### src/rtl/proc_mem_port_arbiter.sv
// Round-robin arbiter sharing one in-order memory port between the imem (port 0) and
// dmem (port 1) request streams; an order FIFO of grant ids steers each response home.
module proc_mem_port_arbiter #(
    parameter int p_req_nbits       = 77,
    parameter int p_resp_nbits      = 47,
    parameter int p_max_outstanding = 4
) (
    input  logic                                 clk,
    input  logic                                 reset,

    input  logic [p_req_nbits-1:0]               req0_msg,
    input  logic                                 req0_val,
    output logic                                 req0_rdy,

    input  logic [p_req_nbits-1:0]               req1_msg,
    input  logic                                 req1_val,
    output logic                                 req1_rdy,

    output logic [p_req_nbits-1:0]               mem_req_msg,
    output logic                                 mem_req_val,
    input  logic                                 mem_req_rdy,

    input  logic [p_resp_nbits-1:0]              mem_resp_msg,
    input  logic                                 mem_resp_val,
    output logic                                 mem_resp_rdy,

    output logic [p_resp_nbits-1:0]              resp0_msg,
    output logic                                 resp0_val,
    input  logic                                 resp0_rdy,

    output logic [p_resp_nbits-1:0]              resp1_msg,
    output logic                                 resp1_val,
    input  logic                                 resp1_rdy,

    output logic [$clog2(p_max_outstanding):0]   num_inflight,
    output logic                                 err_orphan
);

    localparam int ptr_nbits = $clog2(p_max_outstanding);
    localparam int cnt_nbits = ptr_nbits + 1;
    localparam logic [cnt_nbits-1:0] max_count = cnt_nbits'(p_max_outstanding);

    typedef enum logic {
        PORT_IMEM = 1'b0,
        PORT_DMEM = 1'b1
    } port_id_e;

    port_id_e               pri;
    port_id_e               grant;
    port_id_e               head;
    port_id_e               id_fifo [p_max_outstanding];
    logic [ptr_nbits-1:0]   wr_ptr;
    logic [ptr_nbits-1:0]   rd_ptr;
    logic [cnt_nbits-1:0]   count;

    logic fifo_full;
    logic fifo_empty;
    logic can_issue;
    logic req_fire;
    logic resp_fire;
    logic orphan;

    assign fifo_full  = (count == max_count);
    assign fifo_empty = (count == '0);
    assign can_issue  = mem_req_rdy & ~fifo_full;

    // NOTE: every signal written in an always_comb gets a default first, so no path
    // leaves it unassigned and no latch is inferred.
    always_comb begin
        grant = PORT_IMEM;
        if (req0_val && req1_val) begin
            grant = pri;
        end else if (req1_val) begin
            grant = PORT_DMEM;
        end
    end

    assign mem_req_val = (req0_val | req1_val) & ~fifo_full;
    assign mem_req_msg = (grant == PORT_DMEM) ? req1_msg : req0_msg;
    assign req0_rdy    = can_issue & (grant == PORT_IMEM);
    assign req1_rdy    = can_issue & (grant == PORT_DMEM);
    assign req_fire    = mem_req_val & mem_req_rdy;

    // The head id is only meaningful while the FIFO holds entries; every use is gated by fifo_empty.
    assign head = id_fifo[rd_ptr];

    always_comb begin
        resp0_val    = 1'b0;
        resp1_val    = 1'b0;
        mem_resp_rdy = 1'b1;
        if (!fifo_empty) begin
            if (head == PORT_DMEM) begin
                resp1_val    = mem_resp_val;
                mem_resp_rdy = resp1_rdy;
            end else begin
                resp0_val    = mem_resp_val;
                mem_resp_rdy = resp0_rdy;
            end
        end
    end

    assign resp0_msg    = mem_resp_msg;
    assign resp1_msg    = mem_resp_msg;
    assign resp_fire    = ~fifo_empty & mem_resp_val & mem_resp_rdy;
    assign orphan       = fifo_empty & mem_resp_val;
    assign num_inflight = count;

    // NOTE: state registers use non-blocking assignments so every flop samples the
    // pre-edge values regardless of statement order.
    always_ff @(posedge clk or negedge reset) begin
        if (!reset) begin
            pri        <= PORT_IMEM;
            wr_ptr     <= '0;
            rd_ptr     <= '0;
            count      <= '0;
            err_orphan <= 1'b0;
        end else begin
            if (req_fire) begin
                wr_ptr <= wr_ptr + ptr_nbits'(1);
                pri    <= port_id_e'(~grant);
            end
            if (resp_fire) begin
                rd_ptr <= rd_ptr + ptr_nbits'(1);
            end
            case ({req_fire, resp_fire})
                2'b10:   count <= count + cnt_nbits'(1);
                2'b01:   count <= count - cnt_nbits'(1);
                default: count <= count;
            endcase
            if (orphan) begin
                err_orphan <= 1'b1;
            end
        end
    end

    // NOTE: the id storage has no reset; count and the pointers decide which entries are
    // live, so stale ids are never observed.
    always_ff @(posedge clk) begin
        if (req_fire) begin
            id_fifo[wr_ptr] <= grant;
        end
    end

endmodule

### config.mk
export PLATFORM = sky130hd
export DESIGN_NAME = proc_mem_port_arbiter
export DESIGN_NICKNAME = d
export VERILOG_FILES = /design/src/rtl/proc_mem_port_arbiter.sv
export SDC_FILE = /design/constraint.sdc
export NUM_CORES = 1
export LEC_CHECK = 0
export BUFFER_PORTS_ARGS = -buffer_cell sky130_fd_sc_hd__clkbuf_2
export CELL_PAD_IN_SITES_DETAIL_PLACEMENT = 0
export CELL_PAD_IN_SITES_GLOBAL_PLACEMENT = 1
export CORE_AREA = 2 2 149 151
export CTS_CLUSTER_DIAMETER = 200
export DETAILED_ROUTE_END_ITERATION = 10
export DIE_AREA = 0 0 151 153
export GPL_ROUTABILITY_DRIVEN = 0
export PLACE_DENSITY = 0.59
export SKIP_CTS_REPAIR_TIMING = 1
export SLEW_MARGIN = 20
export SYNTH_ARGS = -nofsm -noshare
export SYNTH_HDL_FRONTEND = slang
export SYNTH_SLANG_ARGS = --single-unit
### constraint.sdc
create_clock -name clk -period 2.5 [get_ports clk]
set_clock_uncertainty 0.1 [all_clocks]
set_input_delay 0.25 -clock clk [delete_from_list [all_inputs] [get_ports clk]]
set_output_delay 0.25 -clock clk [all_outputs]
set_load 0.1 [all_outputs]
== Word level (Yosys, flattened, before mapping) ==
Memory sizes are Yosys's and may differ from the RTL's.
Cells that the tools add are included.

* RAM bits: 4
* Input bits: 209
* Logic and storage cells: 40
* Memories kept: 1
* Bits in registers: 9
* Output and inout bits: 181

{| class="wikitable"
|+ Memory list
! name !! words !! width !! read ports !! clocked after Yosys merged registers in !! wr ports !! line !! source
|-
| id_fifo || 4 || 1 || 1 || 0 || 1 || 51 || <nowiki>port_id_e id_fifo [p_max_outstanding];</nowiki>
|}

* Equal/unequal tests: 3
* Bitwise logic cells: 12
* Add/subtract/negate cells: 4
* Reduce and logical (&&, ||, !) cells: 3
* Muxes and demuxes: 12

{| class="wikitable"
|+ Operators by type and width
! cell !! count
|-
| $mux W77 || 1
|-
| $mux W1 || 10
|-
| $and A1 B1 Y1 || 8
|-
| $pmux W3 S2 || 1
|-
| $add A2 B1 Y2 const B || 2
|-
| $add A3 B1 Y3 const B || 1
|-
| $eq A3 B3 Y1 const B || 1
|-
| $logic_not A3 Y1 || 1
|-
| $not A1 Y1 || 3
|-
| $sub A3 B1 Y3 const B || 1
|-
| $eq A2 B1 Y1 const B || 1
|-
| $eq A2 B2 Y1 const B || 1
|-
| $reduce_bool A2 Y1 || 1
|-
| $logic_and A1 B1 Y1 || 1
|-
| $or A1 B1 Y1 || 1
|}

== Longest topological paths before layout ==
Gate-level depths: netlist (run 1).

* Depth in word-level cells: 6
* Depth in mapped cells: 10
* Depth with buffers taken out: 10

== Least setup slack after synthesis (run 1) ==
OpenSTA, ideal clock, no wires.

* Path type: register to register
* Start: reg count[0] (netlist: num_inflight[0])
* End: reg count[2] (netlist: num_inflight[2])
* Required time: 2.236 ns
* Setup slack: -0.955 ns
* Arrival: 3.191 ns
* Buffers on the path: 0
* Stages on the path, launching flop included: 11
* Cell sequence: dfrtp_1 > nor2_1 > a21oi_2 > and2_1 > inv_1 > ha_1 > inv_1 > fa_1 > xor2_1 > nor2_1 > xor2_1

* Longest elaborated chain between the ends: 6
* Elaborated cells on any way between the ends: 15
* Classes of those cells: add/sub: 2; eq/ne: 3; mux: 2; bitwise: 6; reduce/logical: 2

{| class="wikitable"
|+ RTL lines
! what !! line !! source
|-
| start: declaration || 54 || <nowiki>logic [cnt_nbits-1:0] count;</nowiki>
|-
| start signal: assignment || 126 || <nowiki>2'b10: count <= count + cnt_nbits'(1);</nowiki>
|-
| start signal: assignment || 127 || <nowiki>2'b01: count <= count - cnt_nbits'(1);</nowiki>
|-
| start signal: assignment || 128 || <nowiki>default: count <= count;</nowiki>
|-
| $eq A3 B3 Y1 (*) || 63 || <nowiki>assign fifo_full = (count == max_count);</nowiki>
|-
| $not A1 Y1 (*) || 78 || <nowiki>assign mem_req_val = (req0_val | req1_val) & ~fifo_full;</nowiki>
|-
| $and A1 B1 Y1 (*) || 78 ||
|-
| named net mem_req_val || 20 || <nowiki>output logic mem_req_val,</nowiki>
|-
| $and A1 B1 Y1 (*) || 82 || <nowiki>assign req_fire = mem_req_val & mem_req_rdy;</nowiki>
|-
| $eq A2 B1 Y1 or $eq A2 B2 Y1 (tied branches) || 125 || <nowiki>case ({req_fire, resp_fire})</nowiki>
|-
| $pmux W3 S2 or $reduce_bool A2 Y1 (tied branches) || -- ||
|}

The timed path passes the listed nets; every way through them passes the cells marked *.
A chain may end at the register's enable or synchronous reset.

== Final worst setup path (run 1) ==
* Start: reg rd_ptr[1]
* End: reg count[2] (netlist: num_inflight[2])

* Longest elaborated chain between the ends: 6
* Elaborated cells on any way between the ends: 8
* Classes of those cells: eq/ne: 2; mux: 3; bitwise: 1; reduce/logical: 1; memory: 1

{| class="wikitable"
|+ RTL lines
! what !! line !! source
|-
| start: declaration || 53 || <nowiki>logic [ptr_nbits-1:0] rd_ptr;</nowiki>
|-
| start signal: assignment || 123 || <nowiki>rd_ptr <= rd_ptr + ptr_nbits'(1);</nowiki>
|-
| $mem_v2 Z4 W1 (*) || -- ||
|-
| $mux W1 (*) || 92 || <nowiki>if (head == PORT_DMEM) begin</nowiki>
|-
| $mux W1 (*) || 91 || <nowiki>if (!fifo_empty) begin</nowiki>
|-
| $and A1 B1 Y1 (*) || 104 || <nowiki>assign resp_fire = ~fifo_empty & mem_resp_val & mem_resp_rdy;</nowiki>
|-
| named net resp_fire || 60 || <nowiki>logic resp_fire;</nowiki>
|-
| $eq A2 B1 Y1 or $eq A2 B2 Y1 (tied branches) || 125 ||
|-
| $pmux W3 S2 or $reduce_bool A2 Y1 (tied branches) || -- ||
|}

Marked as above.

==> impl_metrics.csv, run 1 <==
group,metric,value,unit
outcome,outcome,"finished, final reports clean",
cells_and_area,drive_gt1_frac,0.499,
placement,portBuffers,248,
setup_path,cp_num_cells,10,
power,p_leak,2.53,nW
synthesis,synth_fp_nets,624,
setup_path,crit_path_start_kind,"flip-flop",
global_routing,grt_antenna_before_repair,0,
die,row_count,54,
synthesis,avgSynthCellArea,5.84,um2
clock_tree,tritoncts,"built",
detailed_routing,drc,0,
setup_path,r2r_cells,10,
sta,hold_violations,0,
synthesis,synth-xor-area-share,0.0183,
sta,tightest_slew,0.553,ns
cells_and_area,n_antenna_cell,0,
global_routing,gr-total-overflow,0,
clock_tree,clk_root_buffer_cell,"clkbuf_16",
sta,finalCritPeriodShare,0.939,
synthesis,synth_top_cells_by_area,"nand2_1 (37%), buf_4 (30%), dfrtp_1 (9.4%), edfxtp_1 (5.0%), mux2i_1 (2.9%)",
detailed_routing,ant_nets,0,
clock_tree,cts.sinks,13,
synthesis,syn_area,0.00239,mm2
synthesis,ys_types,28,
power,ir_drop,554,uV
min_path,holdCritPathClass,"primary input to flip-flop",
placement,dp_hpwl,7.93,mm
setup_path,crit_arrival,2.41,ns
setup_path,path_max_fanout,3,
cells_and_area,stdcell_area,0.00458,mm2
sta,maxSlewHeadroom,0.633,
setup_path,crit_path_end_kind,"flip-flop",
sta,finalCriticalPeriod,2.35,ns
synthesis,synth-seq-cells,13,
cells_and_area,layout.nets,771,
die,core,0.0215,mm2
clock_tree,cts_max_path_buffers,2,
global_routing,grt_max_degree,80,
detailed_routing,drt_iter0_drc,61,
synthesis,seq_area_frac_synth,0.145,
synthesis,netlist_instances,409,
die,die_w,151,um
global_routing,met1_usage,0.0825,
setup_path,critical_path_class,"flip-flop to flip-flop",
setup_path,path_cells,"mux2i_2 -> mux2i_2 -> mux2i_1 -> nor2_1 -> ha_4 -> inv_2 -> fa_2 -> xor2_1 -> nor2_1 -> xor2_1",
synthesis,synthMuxAreaShare,0.0340,
job,maxCapViolCount,0,
detailed_routing,drt-total-wl,9.22,mm
setup_path,cp_top_family,"multiplexers",
die,dieArea,0.0231,mm2
global_routing,grt_usage,0.0748,
die,chipHeight,153,um
placement,placed_area,0.00448,mm2
detailed_routing,wl_per_cell,11.0,um
cells_and_area,nFillCells,2414,
setup_path,cp_slowest_cell,"dfrtp_2",
sta,slew_violations,0,
min_path,whs_path_depth,3,
cells_and_area,syn_to_final_growth,91.8,%
clock_tree,numCtsBuffers,3,
sta,setup_violations,0,
synthesis,synth_fa_ha_area_frac,0.0346,
detailed_routing,vias_per_cell,3.37,
clock_tree,htreeDepth,1,
detailed_routing,first_pass_iters,4,
synthesis,yosys.area.top_type_share,0.368,
die,ios,390,
detailed_routing,dr_total_vias,2810,
cells_and_area,fin_cells,835,
setup_path,required,2.56,ns
synthesis,synth_top_family_by_area,"simple AND/OR/NAND/NOR gates",
sta,max_freq,426,MHz
synthesis,synthSimpleGateAreaFrac,0.412,
synthesis,yosys_warnings,0,
synthesis,yosysTopAreaCell,"nand2_1",
global_routing,grt_pass1_vias,2814,
placement,dpl.cell_count,830,
synthesis,synth_compound_area_frac,0.0178,
global_routing,top_usage_layer,"met2",
global_routing,met3_usage,0.0272,
setup_path,max_stage_delay,0.40,ns
sta,fin_tns_setup,0,ns
clock_tree,clkLatencyLatePin,0.24,ns
power,power.density,1060,mW/mm2
clock_tree,clk_pin_slew,0.05,ns
setup_path,crit_buf_inv,1,
global_routing,met2_usage,0.136,
global_routing,grt_pass1_wl,14.0,mm
die,start_util,0.111,
-- final timing paths --
check                                       start                     endpoint  slack (ns)
max                         rd_ptr[1]$_DFFE_PN0P_  num_inflight[2]$_DFFE_PN0P_        0.15
max in group asynchronous                   reset        rd_ptr[1]$_DFFE_PN0P_        1.73
min                                  mem_resp_val       err_orphan$_DFFE_PN0P_        0.18
min reg2reg                err_orphan$_DFFE_PN0P_       err_orphan$_DFFE_PN0P_        0.39
min in group asynchronous                   reset  num_inflight[0]$_DFFE_PN0P_        0.33
max reg2reg                 rd_ptr[1]$_DFFE_PN0P_  num_inflight[2]$_DFFE_PN0P_        0.15
-- cell usage after synthesis (all sizes together) --
cell type / n
nor2: 7
o21ai: 2
and3: 4
xnor2: 2
nor3b: 1
dfrtp: 9
buf: 99
nand2b: 1
inv: 9
a21oi: 1
o31ai: 1
clkbuf: 11
nor2b: 1
ha: 5
mux2: 1
mux2i: 7
edfxtp: 4
o21bai: 1
or3: 1
a31o: 1
xor2: 3
nand2: 236
fa: 1
and2: 1
-- worst min-delay path, delay by kind of cell --
| kind | cells | cell delay, ns |
|---|---|---|
| compound gates | 1 | 0.06 |
| buf+inv | 2 | 0.16 |
-- per-layer routing --
layer  wire length, um  vias up
met3              1160       19
met2              4420      197
li1                  -     1431
met4               196        0
met1              3440     1163
met5                 0        -
-- per-stage QoR --
| stage | hold slack (ns) | util | setup slack [ns] | total power [mW] |
|---|---|---|---|---|
| 4_1_cts | -0.221 | 0.212 | 0.0842 | 4.87 |
| 3_3_place_gp | 0.0331 | 0.209 | 0.114 | 4.56 |
| 5_1_grt | 0.226 | 0.213 | -0.00277 | 5.09 |
| 2_1_floorplan | -0.146 | - | -0.0979 | 3.86 |
| 6_report | 0.181 | 0.213 | 0.152 | 4.86 |
| 3_5_place_dp | 0.0347 | 0.209 | 0.118 | 4.56 |
-- where the power goes --
| part | internal (mW) | switching [mW] |
|---|---|---|
| registers | 0.331 | 0.0983 |
| clock network | 0.215 | 0.0873 |
| logic | 1.29 | 2.84 |
| total | 1.84 | 3.02 |
-- flip-flops by register name (all words and copies together) (netlist names) --
register,flops
num_inflight,3
id_fifo,4
wr_ptr,2
err_orphan,1
pri,1
rd_ptr,2
-- kinds of logic (layout without fill, tap and decap cells) --
| group | Yosys count | count (layout) |
|---|---|---|
| fa+ha+maj | 6 | 6 |
| compound gates | 6 | 6 |
| xor+xnor | 5 | 5 |
| buf+inv | 119 | 265 |
| simple gates | 252 | 252 |
| mux | 8 | 8 |
| flops | 13 | 13 |
-- layout by cell type, fill, tap and decap left out, types with 2 or more instances in the layout --
cell type  Yosys  layout
xnor2_1        2       2
ha_1           5       4
edfxtp_1       4       4
mux2i_2        0       3
and3_1         4       4
xor2_1         3       3
dfrtp_4        0       3
inv_1          8       6
nor2_1         7       4
nor2_2         0       2
mux2i_1        7       4
dfrtp_1        9       5
nand2_1      234     234
buf_12         0      80
clkbuf_2       0     170
inv_2          1       3
o21ai_0        2       2
clkbuf_16      0       3
nand2_4        1       2
-- layout make-up --
type | instances | area, um2 | share of cell area
sequential | 13 | 358 | 0.0781
inverter | 9 | 33.8 | 0.00737
clock buffer | 4 | 78.8 | 0.0172
tap | 280 | 350 | 0.0765
timing repair buffer | 252 | 2470 | 0.539
multi-input combinational | 277 | 1290 | 0.282
No activity file was read; power rests on OpenSTA's default activity.
==> run 2, diff against run 1 <==
--- a/config.mk
+++ b/config.mk
@@ -5,13 +5,14 @@
 export SDC_FILE = /design/constraint.sdc
 export NUM_CORES = 1
 export LEC_CHECK = 0
+export ABC_AREA = 1
 export BUFFER_PORTS_ARGS = -buffer_cell sky130_fd_sc_hd__clkbuf_2
 export CELL_PAD_IN_SITES_DETAIL_PLACEMENT = 0
 export CELL_PAD_IN_SITES_GLOBAL_PLACEMENT = 1
-export CORE_AREA = 2 2 149 151
+export CORE_AREA = 2 2 150 152
 export CTS_CLUSTER_DIAMETER = 200
 export DETAILED_ROUTE_END_ITERATION = 10
-export DIE_AREA = 0 0 151 153
+export DIE_AREA = 0 0 152 154
 export GPL_ROUTABILITY_DRIVEN = 0
 export PLACE_DENSITY = 0.59
 export SKIP_CTS_REPAIR_TIMING = 1
==> run 2 against run 1 <==
Effect of this change: setup slack improved by 0.065 ns; via count up 0.68%; utilization decreased by 0.36 points; critical path type unchanged; largest power group unchanged.
==> impl_metrics.csv, run 2 <==
group,metric,value,unit
detailed_routing,first_pass_iters,4,
synthesis,seq_area_frac_synth,0.143,
synthesis,synth-seq-cells,13,
synthesis,synth_edf_count,4,
cells_and_area,mostFrequentLayoutCell,"nand2_1",
die,start_util,0.111,
detailed_routing,vias_per_cell,3.32,
setup_path,crit_arrival,2.30,ns
sta,maxSlewHeadroom,0.627,
synthesis,synth_top_cells_by_area,"nand2_1 (38%), buf_4 (30%), dfrtp_1 (9.4%), edfxtp_1 (5.0%), ha_1 (2.6%)",
clock_tree,clk_root_buffer_cell,"clkbuf_16",
cells_and_area,syn_to_final_growth,88.8,%
clock_tree,cts_max_path_buffers,2,
sta,timing.final.ws_setup,0.217,ns
setup_path,critPathLaunch,"rd_ptr[0]$_DFFE_PN0P_",
setup_path,crit_path_start_kind,"flip-flop",
die,core,0.0217,mm2
placement,dpl.cell_count,847,
power,power_frac_clock,0.064,
sta,setup_violations,0,
placement,place_ws,0.190,ns
power,swShare,0.633,
clock_tree,clk_pin_slew,0.05,ns
cells_and_area,n_antenna_cell,0,
global_routing,grt_usage,0.0776,
job,maxCapViolCount,0,
setup_path,crit_path_end_kind,"flip-flop",
die,row_count,54,
setup_path,path_max_fanout,5,
clock_tree,cts.sinks,13,
sta,finalCriticalPeriod,2.28,ns
synthesis,ys_types,23,
cells_and_area,regMostFlops,"id_fifo",
clock_tree,htreeDepth,1,
sta,slew_violations,0,
setup_path,max_stage_delay,0.43,ns
synthesis,yosysMostFrequentCell,"nand2_1",
power,pwr-share-comb,0.850,
synthesis,synth-async-reset-ratio,0.692,
setup_path,required,2.52,ns
power,p_int,1.74,mW
power,p_leak,2.55,nW
global_routing,grt_antenna_before_repair,0,
die,dieArea,0.0234,mm2
setup_path,cpMostUsedCell,"nand2_1",
cells_and_area,fin_cells,852,
placement,portBuffers,248,
setup_path,r2r-start,"rd_ptr[0]$_DFFE_PN0P_",
synthesis,avgSynthCellArea,5.67,um2
synthesis,synth_top_flop_cell,"dfrtp_1",
outcome,outcome,"finished, final reports clean",
placement,dp_hpwl,8.30,mm
setup_path,path_cells,"nand2_1 -> nand3_2 -> nand2_1 -> nand2_1 -> nand2_1 -> nand3_1 -> inv_1 -> ha_4 -> inv_1 -> fa_1 -> a21oi_1 -> o21ai_0 -> xor2_1",
detailed_routing,drt_iter0_drc,96,
global_routing,grt_max_degree,50,
cells_and_area,final_cell_mix,"nand2_1 (245), clkbuf_2 (170), buf_12 (78)",
clock_tree,numCtsBuffers,3,
synthesis,synth_fp_nets,640,
sta,max_freq,438,MHz
power,ir_drop,349,uV
die,chipHeight,154,um
cells_and_area,drive_gt1_frac,0.476,
die,ios,390,
detailed_routing,wl_per_cell,11.2,um
sta,finalCritPeriodShare,0.913,
detailed_routing,drc,0,
min_path,holdCritPathClass,"primary input to flip-flop",
synthesis,syn_area,0.00241,mm2
detailed_routing,ant_nets,0,
synthesis,yosys.area.top_type_share,0.382,
setup_path,cp_slowest_cell,"dfrtp_2",
global_routing,gr-total-overflow,0,
power,power_frac_seq,0.086,
cells_and_area,nFillCells,2438,
power,p_switching,3.01,mW
cells_and_area,largest_reg_flops,4,
synthesis,synth_commonest_cells,"nand2_1 (245), buf_4 (97), inv_1 (16)",
detailed_routing,dr_total_vias,2829,
sta,tightest_slew,0.562,ns
detailed_routing,drt-total-wl,9.53,mm
min_path,hold_start,"mem_resp_val",
placement,placed_area,0.00446,mm2
global_routing,grt_pass1_wl,15.0,mm
die,die_w,152,um
global_routing,grt_pass1_vias,2891,
setup_path,critical_path_class,"flip-flop to flip-flop",
clock_tree,tritoncts,"built",
cells_and_area,stdcell_area,0.00455,mm2
clock_tree,clkLatencyLatePin,0.24,ns
sta,fin_tns_setup,0,ns
synthesis,netlist_instances,425,
sta,hold_violations,0,
sta,grt_setup_unrepaired,"no",
synthesis,yosysTopAreaCell,"nand2_1",
cells_and_area,layout.nets,788,
power,power.density,1050,mW/mm2
synthesis,yosys_warnings,0,
[run 2: cell type report]
| cell class | instances | area (um2) | share of cell area |
|---|---|---|---|
| inverters | 19 | 76.3 | 0.0168 |
| multi-input cells | 283 | 1230 | 0.271 |
| well taps | 280 | 350 | 0.0770 |
| flip-flops and latches | 13 | 358 | 0.0787 |
| clock buffers | 4 | 78.8 | 0.0173 |
| repair buffers | 253 | 2450 | 0.539 |
[run 2: cells by family (layout without fill, tap and decap cells)]
kind of cell	Yosys count	count (layout)	share of synthesized area
flip-flops	13	13	0.143
AO/OA/AOI/OAI	10	10	0.0301
AND/OR/NAND/NOR	263	263	0.419
adder cells (fa/ha/maj)	6	6	0.0343
buffers and inverters	129	276	0.358
XOR/XNOR	4	4	0.0145
[run 2: layer usage]
| metal | up-vias | global-route usage | part of all wire |
|---|---|---|---|
| met2 | 181 | 0.132 | 0.49 |
| met5 | - | 0 | 0 |
| li1 | 1467 | - | - |
| met3 | 27 | 0.0273 | 0.10 |
| met4 | 0 | 0.0249 | 0.024 |
| met1 | 1154 | 0.0912 | 0.38 |
[run 2: path summary, 6_finish.rpt]
path                                                to  slack (ns)  depth (start not counted)
max                        num_inflight[2]$_DFFE_PN0P_        0.22                         13
max in group asynchronous  num_inflight[2]$_DFFE_PN0P_        1.74                          2
min reg2reg                     err_orphan$_DFFE_PN0P_        0.37                          1
max reg2reg                num_inflight[2]$_DFFE_PN0P_        0.22                         13
min                             err_orphan$_DFFE_PN0P_        0.17                          3
min in group asynchronous       err_orphan$_DFFE_PN0P_        0.32                          2
[run 2: critical path: cells and delay by family (launching register included)]
| family | cells | cell delay (ns) |
|---|---|---|
| buf+inv | 2 | 0.19 |
| simple gates | 6 | 0.54 |
| fa+ha+maj | 2 | 0.50 |
| compound gates | 2 | 0.25 |
| flops | 1 | 0.43 |
| xor+xnor | 1 | 0.15 |
[run 2: power by group through the flow]
stage | logic [mW] | clock network (mW) | registers (mW)
2_1_floorplan | 3.24 | 0 | 0.592
3_5_place_dp | 4.08 | 0 | 0.411
4_1_cts | 4.09 | 0.314 | 0.408
5_1_grt | 4.24 | 0.327 | 0.420
6_report | 4.04 | 0.305 | 0.409
3_3_place_gp | 4.08 | 0 | 0.404
[run 2: metrics by stage]
step | power [mW] | utilization | hold slack (ns)
floorplan | 3.83 | - | -0.146
global placement | 4.48 | 0.206 | 0.0382
CTS | 4.81 | 0.209 | -0.214
detailed placement | 4.49 | 0.206 | 0.0453
finish | 4.75 | 0.210 | 0.168
global route | 4.99 | 0.210 | 0.206
